<file path="config.mk">
export PLATFORM = sky130hd
export DESIGN_NAME = dpi_mem_arbiter
export DESIGN_NICKNAME = d
export VERILOG_FILES = /design/src/rtl/dpi_mem_arb_pkg.sv /design/src/rtl/mem_arb_rr2.sv /design/src/rtl/dpi_mem_arbiter.sv
export SDC_FILE = /design/constraint.sdc
export NUM_CORES = 1
export LEC_CHECK = 0
export BUFFER_PORTS_ARGS = -buffer_cell sky130_fd_sc_hd__buf_2
export CORE_ASPECT_RATIO = 0.7
export CORE_MARGIN = 2
export CORE_UTILIZATION = 35
export CTS_CLUSTER_DIAMETER = 100
export CTS_CLUSTER_SIZE = 25
export DETAILED_ROUTE_END_ITERATION = 8
export HOLD_SLACK_MARGIN = 0.15
export PLACE_DENSITY_LB_ADDON = 0.15
export SYNTH_ARGS = -nofsm -noshare
export SYNTH_HDL_FRONTEND = slang
export SYNTH_HIERARCHICAL = 1
export SYNTH_SLANG_ARGS = --single-unit
export TNS_END_PERCENT = 20
</file>
<file path="constraint.sdc">
create_clock -name clk -period 5.3 [get_ports clk]
set_input_delay 0.795 -clock clk [delete_from_list [all_inputs] [get_ports clk]]
set_output_delay 0.795 -clock clk [all_outputs]
set_load 0.05 [all_outputs]
</file>
<file path="src/rtl/dpi_mem_arb_pkg.sv">
// Shared types and defaults for the simulation memory-port arbiter.
package dpi_mem_arb_pkg;

  localparam int unsigned ADDR_W_DEF = 32;
  localparam int unsigned DATA_W_DEF = 32;

  typedef enum logic [1:0] {
    IDLE,
    WAIT,
    RESP,
    HALT
  } state_e;

  typedef enum logic {
    OWN_IF,
    OWN_LS
  } owner_e;

endpackage

</file>
<file path="src/rtl/mem_arb_rr2.sv">
// Two-way round-robin picker: bit 0 = fetch, bit 1 = load/store.
// With both requesters valid, the one that did not win last time is granted.
module mem_arb_rr2
  import dpi_mem_arb_pkg::*;
(
  input  logic [1:0] valid_i,
  input  owner_e     last_grant_i,
  output logic [1:0] grant_o
);

  // One-hot grant selection
  always_comb begin
    grant_o = '0;
    case (valid_i)
      2'b01:   grant_o = 2'b01;
      2'b10:   grant_o = 2'b10;
      2'b11:   grant_o = (last_grant_i == OWN_LS) ? 2'b01 : 2'b10;
      default: grant_o = '0;
    endcase
  end

endmodule

</file>
<file path="src/rtl/dpi_mem_arbiter.sv">
// Shares the single simulation memory port between instruction fetch and
// load/store, with a fixed access latency and deferred simulation halt.
// Optional macro DPI_MEM_ARB_PERF_EN adds saturating grant/conflict counters.
module dpi_mem_arbiter
  import dpi_mem_arb_pkg::*;
#(
  parameter int unsigned ADDR_W  = ADDR_W_DEF,
  parameter int unsigned DATA_W  = DATA_W_DEF,
  parameter int unsigned LATENCY = 2
) (
  input  logic                clk,
  input  logic                rst,
  input  logic                if_req_valid,
  output logic                if_req_ready,
  input  logic [ADDR_W-1:0]   if_req_addr,
  output logic                if_resp_valid,
  output logic [DATA_W-1:0]   if_resp_data,
  input  logic                ls_req_valid,
  output logic                ls_req_ready,
  input  logic [ADDR_W-1:0]   ls_req_addr,
  input  logic                ls_req_wen,
  input  logic [DATA_W-1:0]   ls_req_wdata,
  input  logic [DATA_W/8-1:0] ls_req_wmask,
  output logic                ls_resp_valid,
  output logic [DATA_W-1:0]   ls_resp_data,
  output logic [ADDR_W-1:0]   mem_addr,
  output logic                mem_wen,
  output logic [DATA_W-1:0]   mem_wdata,
  output logic [DATA_W/8-1:0] mem_wmask,
  input  logic [DATA_W-1:0]   mem_rdata,
  input  logic                halt_req,
  output logic                halt
`ifdef DPI_MEM_ARB_PERF_EN
  ,
  output logic [31:0]         perf_if_grants,
  output logic [31:0]         perf_ls_grants,
  output logic [31:0]         perf_conflict_cycles
`endif
);

  localparam int unsigned CNT_W  = (LATENCY > 1) ? $clog2(LATENCY) : 1;
  localparam int unsigned MASK_W = DATA_W / 8;

  if (LATENCY < 1) begin : g_latency_check
    $error("dpi_mem_arbiter: LATENCY must be at least 1");
  end

  state_e              state_q, state_d;
  owner_e              last_q, last_d;
  owner_e              owner_q, owner_d;
  logic                hpend_q, hpend_d;
  logic [ADDR_W-1:0]   addr_q, addr_d;
  logic                wen_q, wen_d;
  logic [DATA_W-1:0]   wdata_q, wdata_d;
  logic [MASK_W-1:0]   wmask_q, wmask_d;
  logic [CNT_W-1:0]    cnt_q, cnt_d;
  logic [DATA_W-1:0]   rdata_q, rdata_d;
  logic                halt_q;
  logic [1:0]          grant;
  logic                arb_en;

  mem_arb_rr2 u_rr2 (
    .valid_i      ({ls_req_valid, if_req_valid}),
    .last_grant_i (last_q),
    .grant_o      (grant)
  );

  // Arbitration is only open in IDLE with no halt requested or pending;
  // ready is also held low while reset is asserted so every output reads 0.
  assign arb_en       = (state_q == IDLE) && !halt_req && !hpend_q && !rst;
  assign if_req_ready = arb_en && grant[0];
  assign ls_req_ready = arb_en && grant[1];

  // Next-state, handshake capture and latency countdown
  always_comb begin
    state_d = state_q;
    last_d  = last_q;
    owner_d = owner_q;
    hpend_d = hpend_q | halt_req;
    addr_d  = addr_q;
    wen_d   = wen_q;
    wdata_d = wdata_q;
    wmask_d = wmask_q;
    cnt_d   = cnt_q;
    rdata_d = rdata_q;
    case (state_q)
      IDLE: begin
        if (halt_req || hpend_q) begin
          state_d = HALT;
        end else if (if_req_ready) begin
          state_d = WAIT;
          owner_d = OWN_IF;
          last_d  = OWN_IF;
          addr_d  = if_req_addr;
          wen_d   = 1'b0;
          cnt_d   = CNT_W'(LATENCY - 1);
        end else if (ls_req_ready) begin
          state_d = WAIT;
          owner_d = OWN_LS;
          last_d  = OWN_LS;
          addr_d  = ls_req_addr;
          wen_d   = ls_req_wen;
          wdata_d = ls_req_wdata;
          wmask_d = ls_req_wmask;
          cnt_d   = CNT_W'(LATENCY - 1);
        end
      end
      WAIT: begin
        if (cnt_q == '0) begin
          state_d = RESP;
          if (!wen_q) rdata_d = mem_rdata;
        end else begin
          cnt_d = cnt_q - 1'b1;
        end
      end
      RESP:    state_d = hpend_q ? HALT : IDLE;
      HALT:    state_d = HALT;
      default: state_d = IDLE;
    endcase
  end

  // State and transaction registers
  always_ff @(posedge clk or posedge rst) begin
    if (rst) begin
      state_q <= IDLE;
      last_q  <= OWN_LS;
      owner_q <= OWN_IF;
      hpend_q <= 1'b0;
      addr_q  <= '0;
      wen_q   <= 1'b0;
      wdata_q <= '0;
      wmask_q <= '0;
      cnt_q   <= '0;
      rdata_q <= '0;
      halt_q  <= 1'b0;
    end else begin
      state_q <= state_d;
      last_q  <= last_d;
      owner_q <= owner_d;
      hpend_q <= hpend_d;
      addr_q  <= addr_d;
      wen_q   <= wen_d;
      wdata_q <= wdata_d;
      wmask_q <= wmask_d;
      cnt_q   <= cnt_d;
      rdata_q <= rdata_d;
      halt_q  <= (state_d == HALT);
    end
  end

  assign mem_addr      = addr_q;
  assign mem_wdata     = wdata_q;
  assign mem_wmask     = wmask_q;
  assign mem_wen       = (state_q == WAIT) && (cnt_q == '0) && wen_q;
  assign if_resp_valid = (state_q == RESP) && (owner_q == OWN_IF);
  assign ls_resp_valid = (state_q == RESP) && (owner_q == OWN_LS);
  assign if_resp_data  = if_resp_valid ? rdata_q : '0;
  assign ls_resp_data  = (ls_resp_valid && !wen_q) ? rdata_q : '0;
  assign halt          = halt_q;

`ifdef DPI_MEM_ARB_PERF_EN
  logic [31:0] perf_if_q, perf_ls_q, perf_conf_q;

  // Saturating grant and conflict counters
  always_ff @(posedge clk or posedge rst) begin
    if (rst) begin
      perf_if_q   <= '0;
      perf_ls_q   <= '0;
      perf_conf_q <= '0;
    end else begin
      if (if_req_ready && perf_if_q != '1) perf_if_q <= perf_if_q + 1'b1;
      if (ls_req_ready && perf_ls_q != '1) perf_ls_q <= perf_ls_q + 1'b1;
      if (arb_en && if_req_valid && ls_req_valid && perf_conf_q != '1)
        perf_conf_q <= perf_conf_q + 1'b1;
    end
  end

  assign perf_if_grants       = perf_if_q;
  assign perf_ls_grants       = perf_ls_q;
  assign perf_conflict_cycles = perf_conf_q;
`endif

endmodule
</file>
After elaboration in Yosys (flattened, before gate mapping)
Index checks and enable logic that the tools add are counted.
{"block": "word_totals", "latchBits": 0, "regBits": 108, "mem_bits_ro": 0, "ram_bits": 0, "input_bits": 138, "mem_count": 0}
{"block": "classes", "div": 0, "mux": 20, "reduce_logical": 22, "bitwise": 6, "n_lt_le_gt_ge": 0, "shifts": 0, "n_eq_ne": 9, "addsub": 1, "mul": 0}
{"op": "$mux W32", "count": 4}
{"op": "$mux W2", "count": 6}
{"op": "$eq A2 B2 Y1 const B", "count": 5}
{"op": "$logic_and A1 B1 Y1", "count": 10}
{"op": "$reduce_and A3 Y1", "count": 3}
{"op": "$pmux W2 S4", "count": 1}
{"op": "$mux W1", "count": 7}
{"op": "$pmux W2 S3", "count": 1}
{"op": "$not A1 Y1", "count": 5}
{"op": "$eq A2 B1 Y1 const B", "count": 2}
{"op": "$logic_not A1 Y1", "count": 4}
{"op": "$reduce_and A4 Y1", "count": 1}
{"op": "$reduce_bool A2 Y1", "count": 2}
{"op": "$ne A3 B3 Y1 const B", "count": 1}
{"op": "$logic_not A2 Y1", "count": 1}
{"op": "$ne A2 B2 Y1 const B", "count": 1}
{"op": "$pmux W1 S2", "count": 1}
{"op": "$logic_or A1 B1 Y1", "count": 1}
{"op": "$or A1 B1 Y1", "count": 1}
{"op": "$sub A1 B1 Y1 const B", "count": 1}

Longest topological paths before layout
{"block": "depth", "depth_word": 10, "mapped_depth": 7}

Cells and area by module
Netlist, hierarchy kept.
{"mod": "dpi_mem_arbiter", "instances": 1, "cells_each": 418, "area_each_um2": 5064.9}
{"mod": "mem_arb_rr2", "instances": 1, "cells_each": 3, "area_each_um2": 18.8}

Worst setup path before layout
No wires, ideal clock.
{"block": "synth_path", "path_type": "input to output", "start": "in if_req_valid", "end": "out if_req_ready", "t_arrival_ps": 2395, "stages": 4, "setup_slack_ps": 2110, "n_path_buf": 1, "required_ps": 4505, "cell_sequence": "a21boi_1 or3b_2 clkbuf_1 nor2_1"}
{"block": "synth_between", "elab_chain_cells": 3}
{"element": "from (decl)", "line_no": "dpi_mem_arbiter.sv:13", "text": "input logic if_req_valid,"}
{"element": "$eq A2 B2 Y1 / $eq A2 B1 Y1 (equally long branches)", "line_no": "mem_arb_rr2.sv:14", "text": "case (valid_i)"}
{"element": "$pmux W2 S3 (*)", "line_no": "mem_arb_rr2.sv:14"}
{"element": "$logic_and A1 B1 Y1 (*)", "line_no": "dpi_mem_arbiter.sv:71", "text": "assign if_req_ready = arb_en && grant[0];"}
{"element": "to (decl)", "line_no": "dpi_mem_arbiter.sv:14", "text": "output logic if_req_ready,"}
Mark *: on every way between the ends. The rest lies on a longest branch, timed or not.

Worst setup path after layout
{"block": "layout_path", "start": "in ls_req_valid", "end": "reg wdata_q[12] (netlist: mem_wdata[12])"}
{"element": "from (decl)", "line_no": "dpi_mem_arbiter.sv:18", "text": "input logic ls_req_valid,"}
{"element": "$eq A2 B2 Y1 / $eq A2 B1 Y1 (equally long branches)", "line_no": "mem_arb_rr2.sv:14"}
{"element": "$pmux W2 S3 (*)", "line_no": "mem_arb_rr2.sv:14"}
{"element": "via grant[1]", "line_no": "dpi_mem_arbiter.sv:59", "text": "logic [1:0] grant;"}
{"element": "$logic_and A1 B1 Y1 (*)", "line_no": "dpi_mem_arbiter.sv:72", "text": "assign ls_req_ready = arb_en && grant[1];"}
{"element": "$reduce_and A4 Y1 (no line) (*)"}
{"element": "to (signal assigned)", "line_no": "dpi_mem_arbiter.sv:143", "text": "wdata_q <= wdata_d;"}
{"element": "to (decl)", "line_no": "dpi_mem_arbiter.sv:54", "text": "logic [DATA_W-1:0] wdata_q, wdata_d;"}
Mark *: on every way through the listed nets, which the timed path passes. The rest lies on a longest branch.
A chain may end at the register's enable or synchronous reset.

==> out/summary.md <==
Setup violations remaining at the end of the flow were counted as 0. The latest clock arrival within the worst-skew pair came out at 0.35 ns. Summed over all layers, the global routing overflow is 0.

Across the VDD grid, the largest voltage drop is 0.000177 V. The worst hold path cell count was 1; the global-route wire length before repair was 22,700 um. 0 antenna diodes ended up in the layout. Post-CTS repair changed the size of 0 cells.

The run gives 559 as the net count after synthesis. Measured in cells, the most critical reg-to-reg path has a length of 5. The die width came out at 148 um. The run finished with clean final reports. The most frequently used flop master after synthesis was dfrtp_1. The filler cells instantiated in the layout total 1,335.

Across the run, the number of max-cap violations was 0. For the total leakage power, the log shows 3.83 nW. The fraction of registers with async set/reset was 1.00.

The number of clock buffers inserted by TritonCTS is 9. The logs give 0 for the count of pins over their slew limit and 5.52 ns for the worst endpoint required time. In this run the clock root is driven by a clkbuf_16. The dominant cell by count in the synthesized netlist is dfrtp_1. The via count of the first global-routing pass is 4,391. The die is 105 um tall.

The number of post-CTS setup repair buffers came out at 0. 276 I/O pins were placed. The first routing iteration left 175 violations. After detailed routing, the wire length on met1 is 6110 um. The final worst clock skew is 0.00855 ns, and the placed wire-length estimate after detailed placement is 10,500 um.

The arrival time of the worst setup path was 3.78 ns. Relative to the synthesized area, the layout overhead comes to 36.3%. The final layout contains 820 nets. The logs give 421 for the count of mapped cells out of synthesis and 0.493 for the core utilization of the finished layout.

Among cell families on the critical path, the largest total delay comes from simple AND/OR/NAND/NOR gates. The congestion estimate from routability-driven global placement came to 0.820. The top layer used by detailed routing is met4.

Counting buffers and inverters, the worst setup path is 6 cells deep. The tools report the effective utilization at floorplan as 0.362. The number of enable flip-flop cells after synthesis is 0, and the non-filler instance count after layout is 877. In this run, post-CTS hold repair placed 0 buffers. The category of the critical setup timing path is in2reg. The clock period could shrink to 3.56 ns. Met2 wirelength from detailed routing: 6680 um. The number of endpoints with negative hold slack in the final report was 0; the initial antenna violation count was 0. The share of the synthesized area in the top cell type was 0.527.

On the worst path, the slowest cell contributes a delay of 0.91 ns. The number of synthesized register bits is 108, and the maximum buffer depth of the clock tree is 2. Adding up every negative setup slack in the final design gives 0 ns. Count of standard-cell rows: 36. After synthesis, the most frequently instantiated cells are 107 x dfrtp_1, 66 x mux2_2, 64 x and2_1. For the headroom to the max-slew limit, the log shows 0.275. Setup repair after global routing left no endpoint under its margin. The clock sink count was 108; the number of I/O port buffers was 275. The Yosys step of the flow raised 6 warnings. The number of buffer and inverter stages on the critical path was 2; the synthesized area was 5080 um2. Based on the critical path, the design can be clocked at up to 281 MHz.

For the pin with the worst max-slew slack, the measured transition is 1.09 ns. The proportion of layout cells with a drive suffix above 1 came out at 0.571. The worst hold path belongs to the class reg2reg. In the final routed layout, each cell accounts on average for 16.1 um. Detailed routing inserted a total of 4,266 vias. The logs give 0 for the final routed DRC violation total and 0.488 ns for the final-layout worst hold slack.

The run gives 14,100 um2 as the floorplan core area. Dividing total power by cell area gives a power density of 299 nW/um2. The share of the clock period used by the worst path was 0.671; the global routing usage summed across all routing layers was 0.183. The synthesized area per cell came out at 12.1 um2. The via density per instance was 4.86; the routed wire length on met3 was 1160 um. The largest fanout on the critical path works out to 38. For the first-pass iteration count of the detailed router, the log shows 4. The die covers 15,500 um2. The number of instances in the placed design is 861.

Sorting the synthesized cells by area gives the leading types as dfrtp_1 53%, mux2_2 15%, and2_1 7.9%, o221a_2 3.3%, o2bb2ai_1 2.9%. Maximum number of pins on one net before global-route repair: 72. The detail route stage leaves a number of antenna-violating nets equal to 0. The slowest stage of the critical path is the nor2b_1 cell. The run gives 42 as the number of distinct standard cells referenced by the synthesized netlist.

The worst setup path is launched from a primary input. The worst setup path is captured at a flip-flop. The run gives 3 as the number of H-tree levels.

The biggest area contributor in the post-synthesis netlist is dfrtp_1. The run gives 0.532 as the fraction of the yosys area taken by sequential cells. The total wire length was 14,100 um. TritonCTS built the clock tree. Clock-pin slew was measured on the worst setup and hold paths at 0.08 ns. The critical path goes through buf_2 > a21boi_2 > buf_4 > nor2b_1 > nand3_2 > mux2_2.
## layer usage
| metal | global-route usage | vias to the layer above |
|---|---|---|
| met5 | 0 | - |
| met2 | 0.304 | 177 |
| met1 | 0.233 | 2043 |
| met4 | 0.0429 | 0 |
| met3 | 0.0590 | 13 |
| li1 | - | 2033 |
## where the power goes
| group | switching, mW | internal (mW) |
|---|---|---|
| registers | 0.0818 | 0.941 |
| logic | 0.211 | 0.163 |
| clock network | 0.340 | 0.338 |
## worst paths after layout
kind,from,endpoint,slack [ns]
max,ls_req_valid,mem_wdata[12],1.74
min,mem_addr[18],mem_addr[18],0.49
max reg2reg,last_q,mem_wdata[12],1.94
min reg2reg,mem_addr[18],mem_addr[18],0.49
max in group asynchronous,rst,mem_addr[25],3.57
min in group asynchronous,rst,rdata_q[30],0.66
## state kept, by name, summed over array words and instances, names as in the netlist
name,count
mem_wmask,4
cnt_q,1
owner_q,1
last_q,1
mem_addr,32
wen_q,1
rdata_q,32
hpend_q,1
halt,1
state_q,2
mem_wdata,32
## per-stage QoR
stage | power (mW) | area, um2 | worst slack (ns)
3_5_place_dp | 1.42 | 6620 | 1.35
4_1_cts | 2.11 | 6930 | 1.72
6_report | 2.07 | 6930 | 1.74
3_3_place_gp | 1.41 | 6620 | 1.57
5_1_grt | 2.19 | 6930 | 1.43
2_1_floorplan | 1.27 | 5080 | 1.66
## layout by cell type, fill, tap and decap left out, types with 3 or more instances in the layout
cell,instances
a41oi_1,15
buf_2,275
or3_1,16
and2_1,64
a22oi_1,12
o2bb2ai_1,17
clkbuf_16,9
a21oi_1,5
buf_4,6
and3b_1,5
inv_6,3
dfrtp_1,107
clkinv_8,3
o221a_2,15
mux2_2,66
nand2_1,4
nor2_1,18
inv_1,17
## layout make-up
| cell class | count | area (um2) | share of cell area |
|---|---|---|---|
| clock buffers | 9 | 225 | 0.0325 |
| clock inverters | 7 | 83.8 | 0.0121 |
| inverters | 18 | 70.1 | 0.0101 |
| multi-input cells | 264 | 2190 | 0.316 |
| flip-flops and latches | 108 | 2700 | 0.390 |
| well taps | 190 | 238 | 0.0343 |
| repair buffers | 281 | 1420 | 0.205 |
## cell families after synthesis
family,after synthesis,synth area share
and+or+nand+nor,124,0.150
AOI/OAI and AO/OA,72,0.124
buffers and inverters,49,0.0436
muxes,68,0.151
DFF,108,0.532
Note: power is estimated with default switching activity, not from simulation.
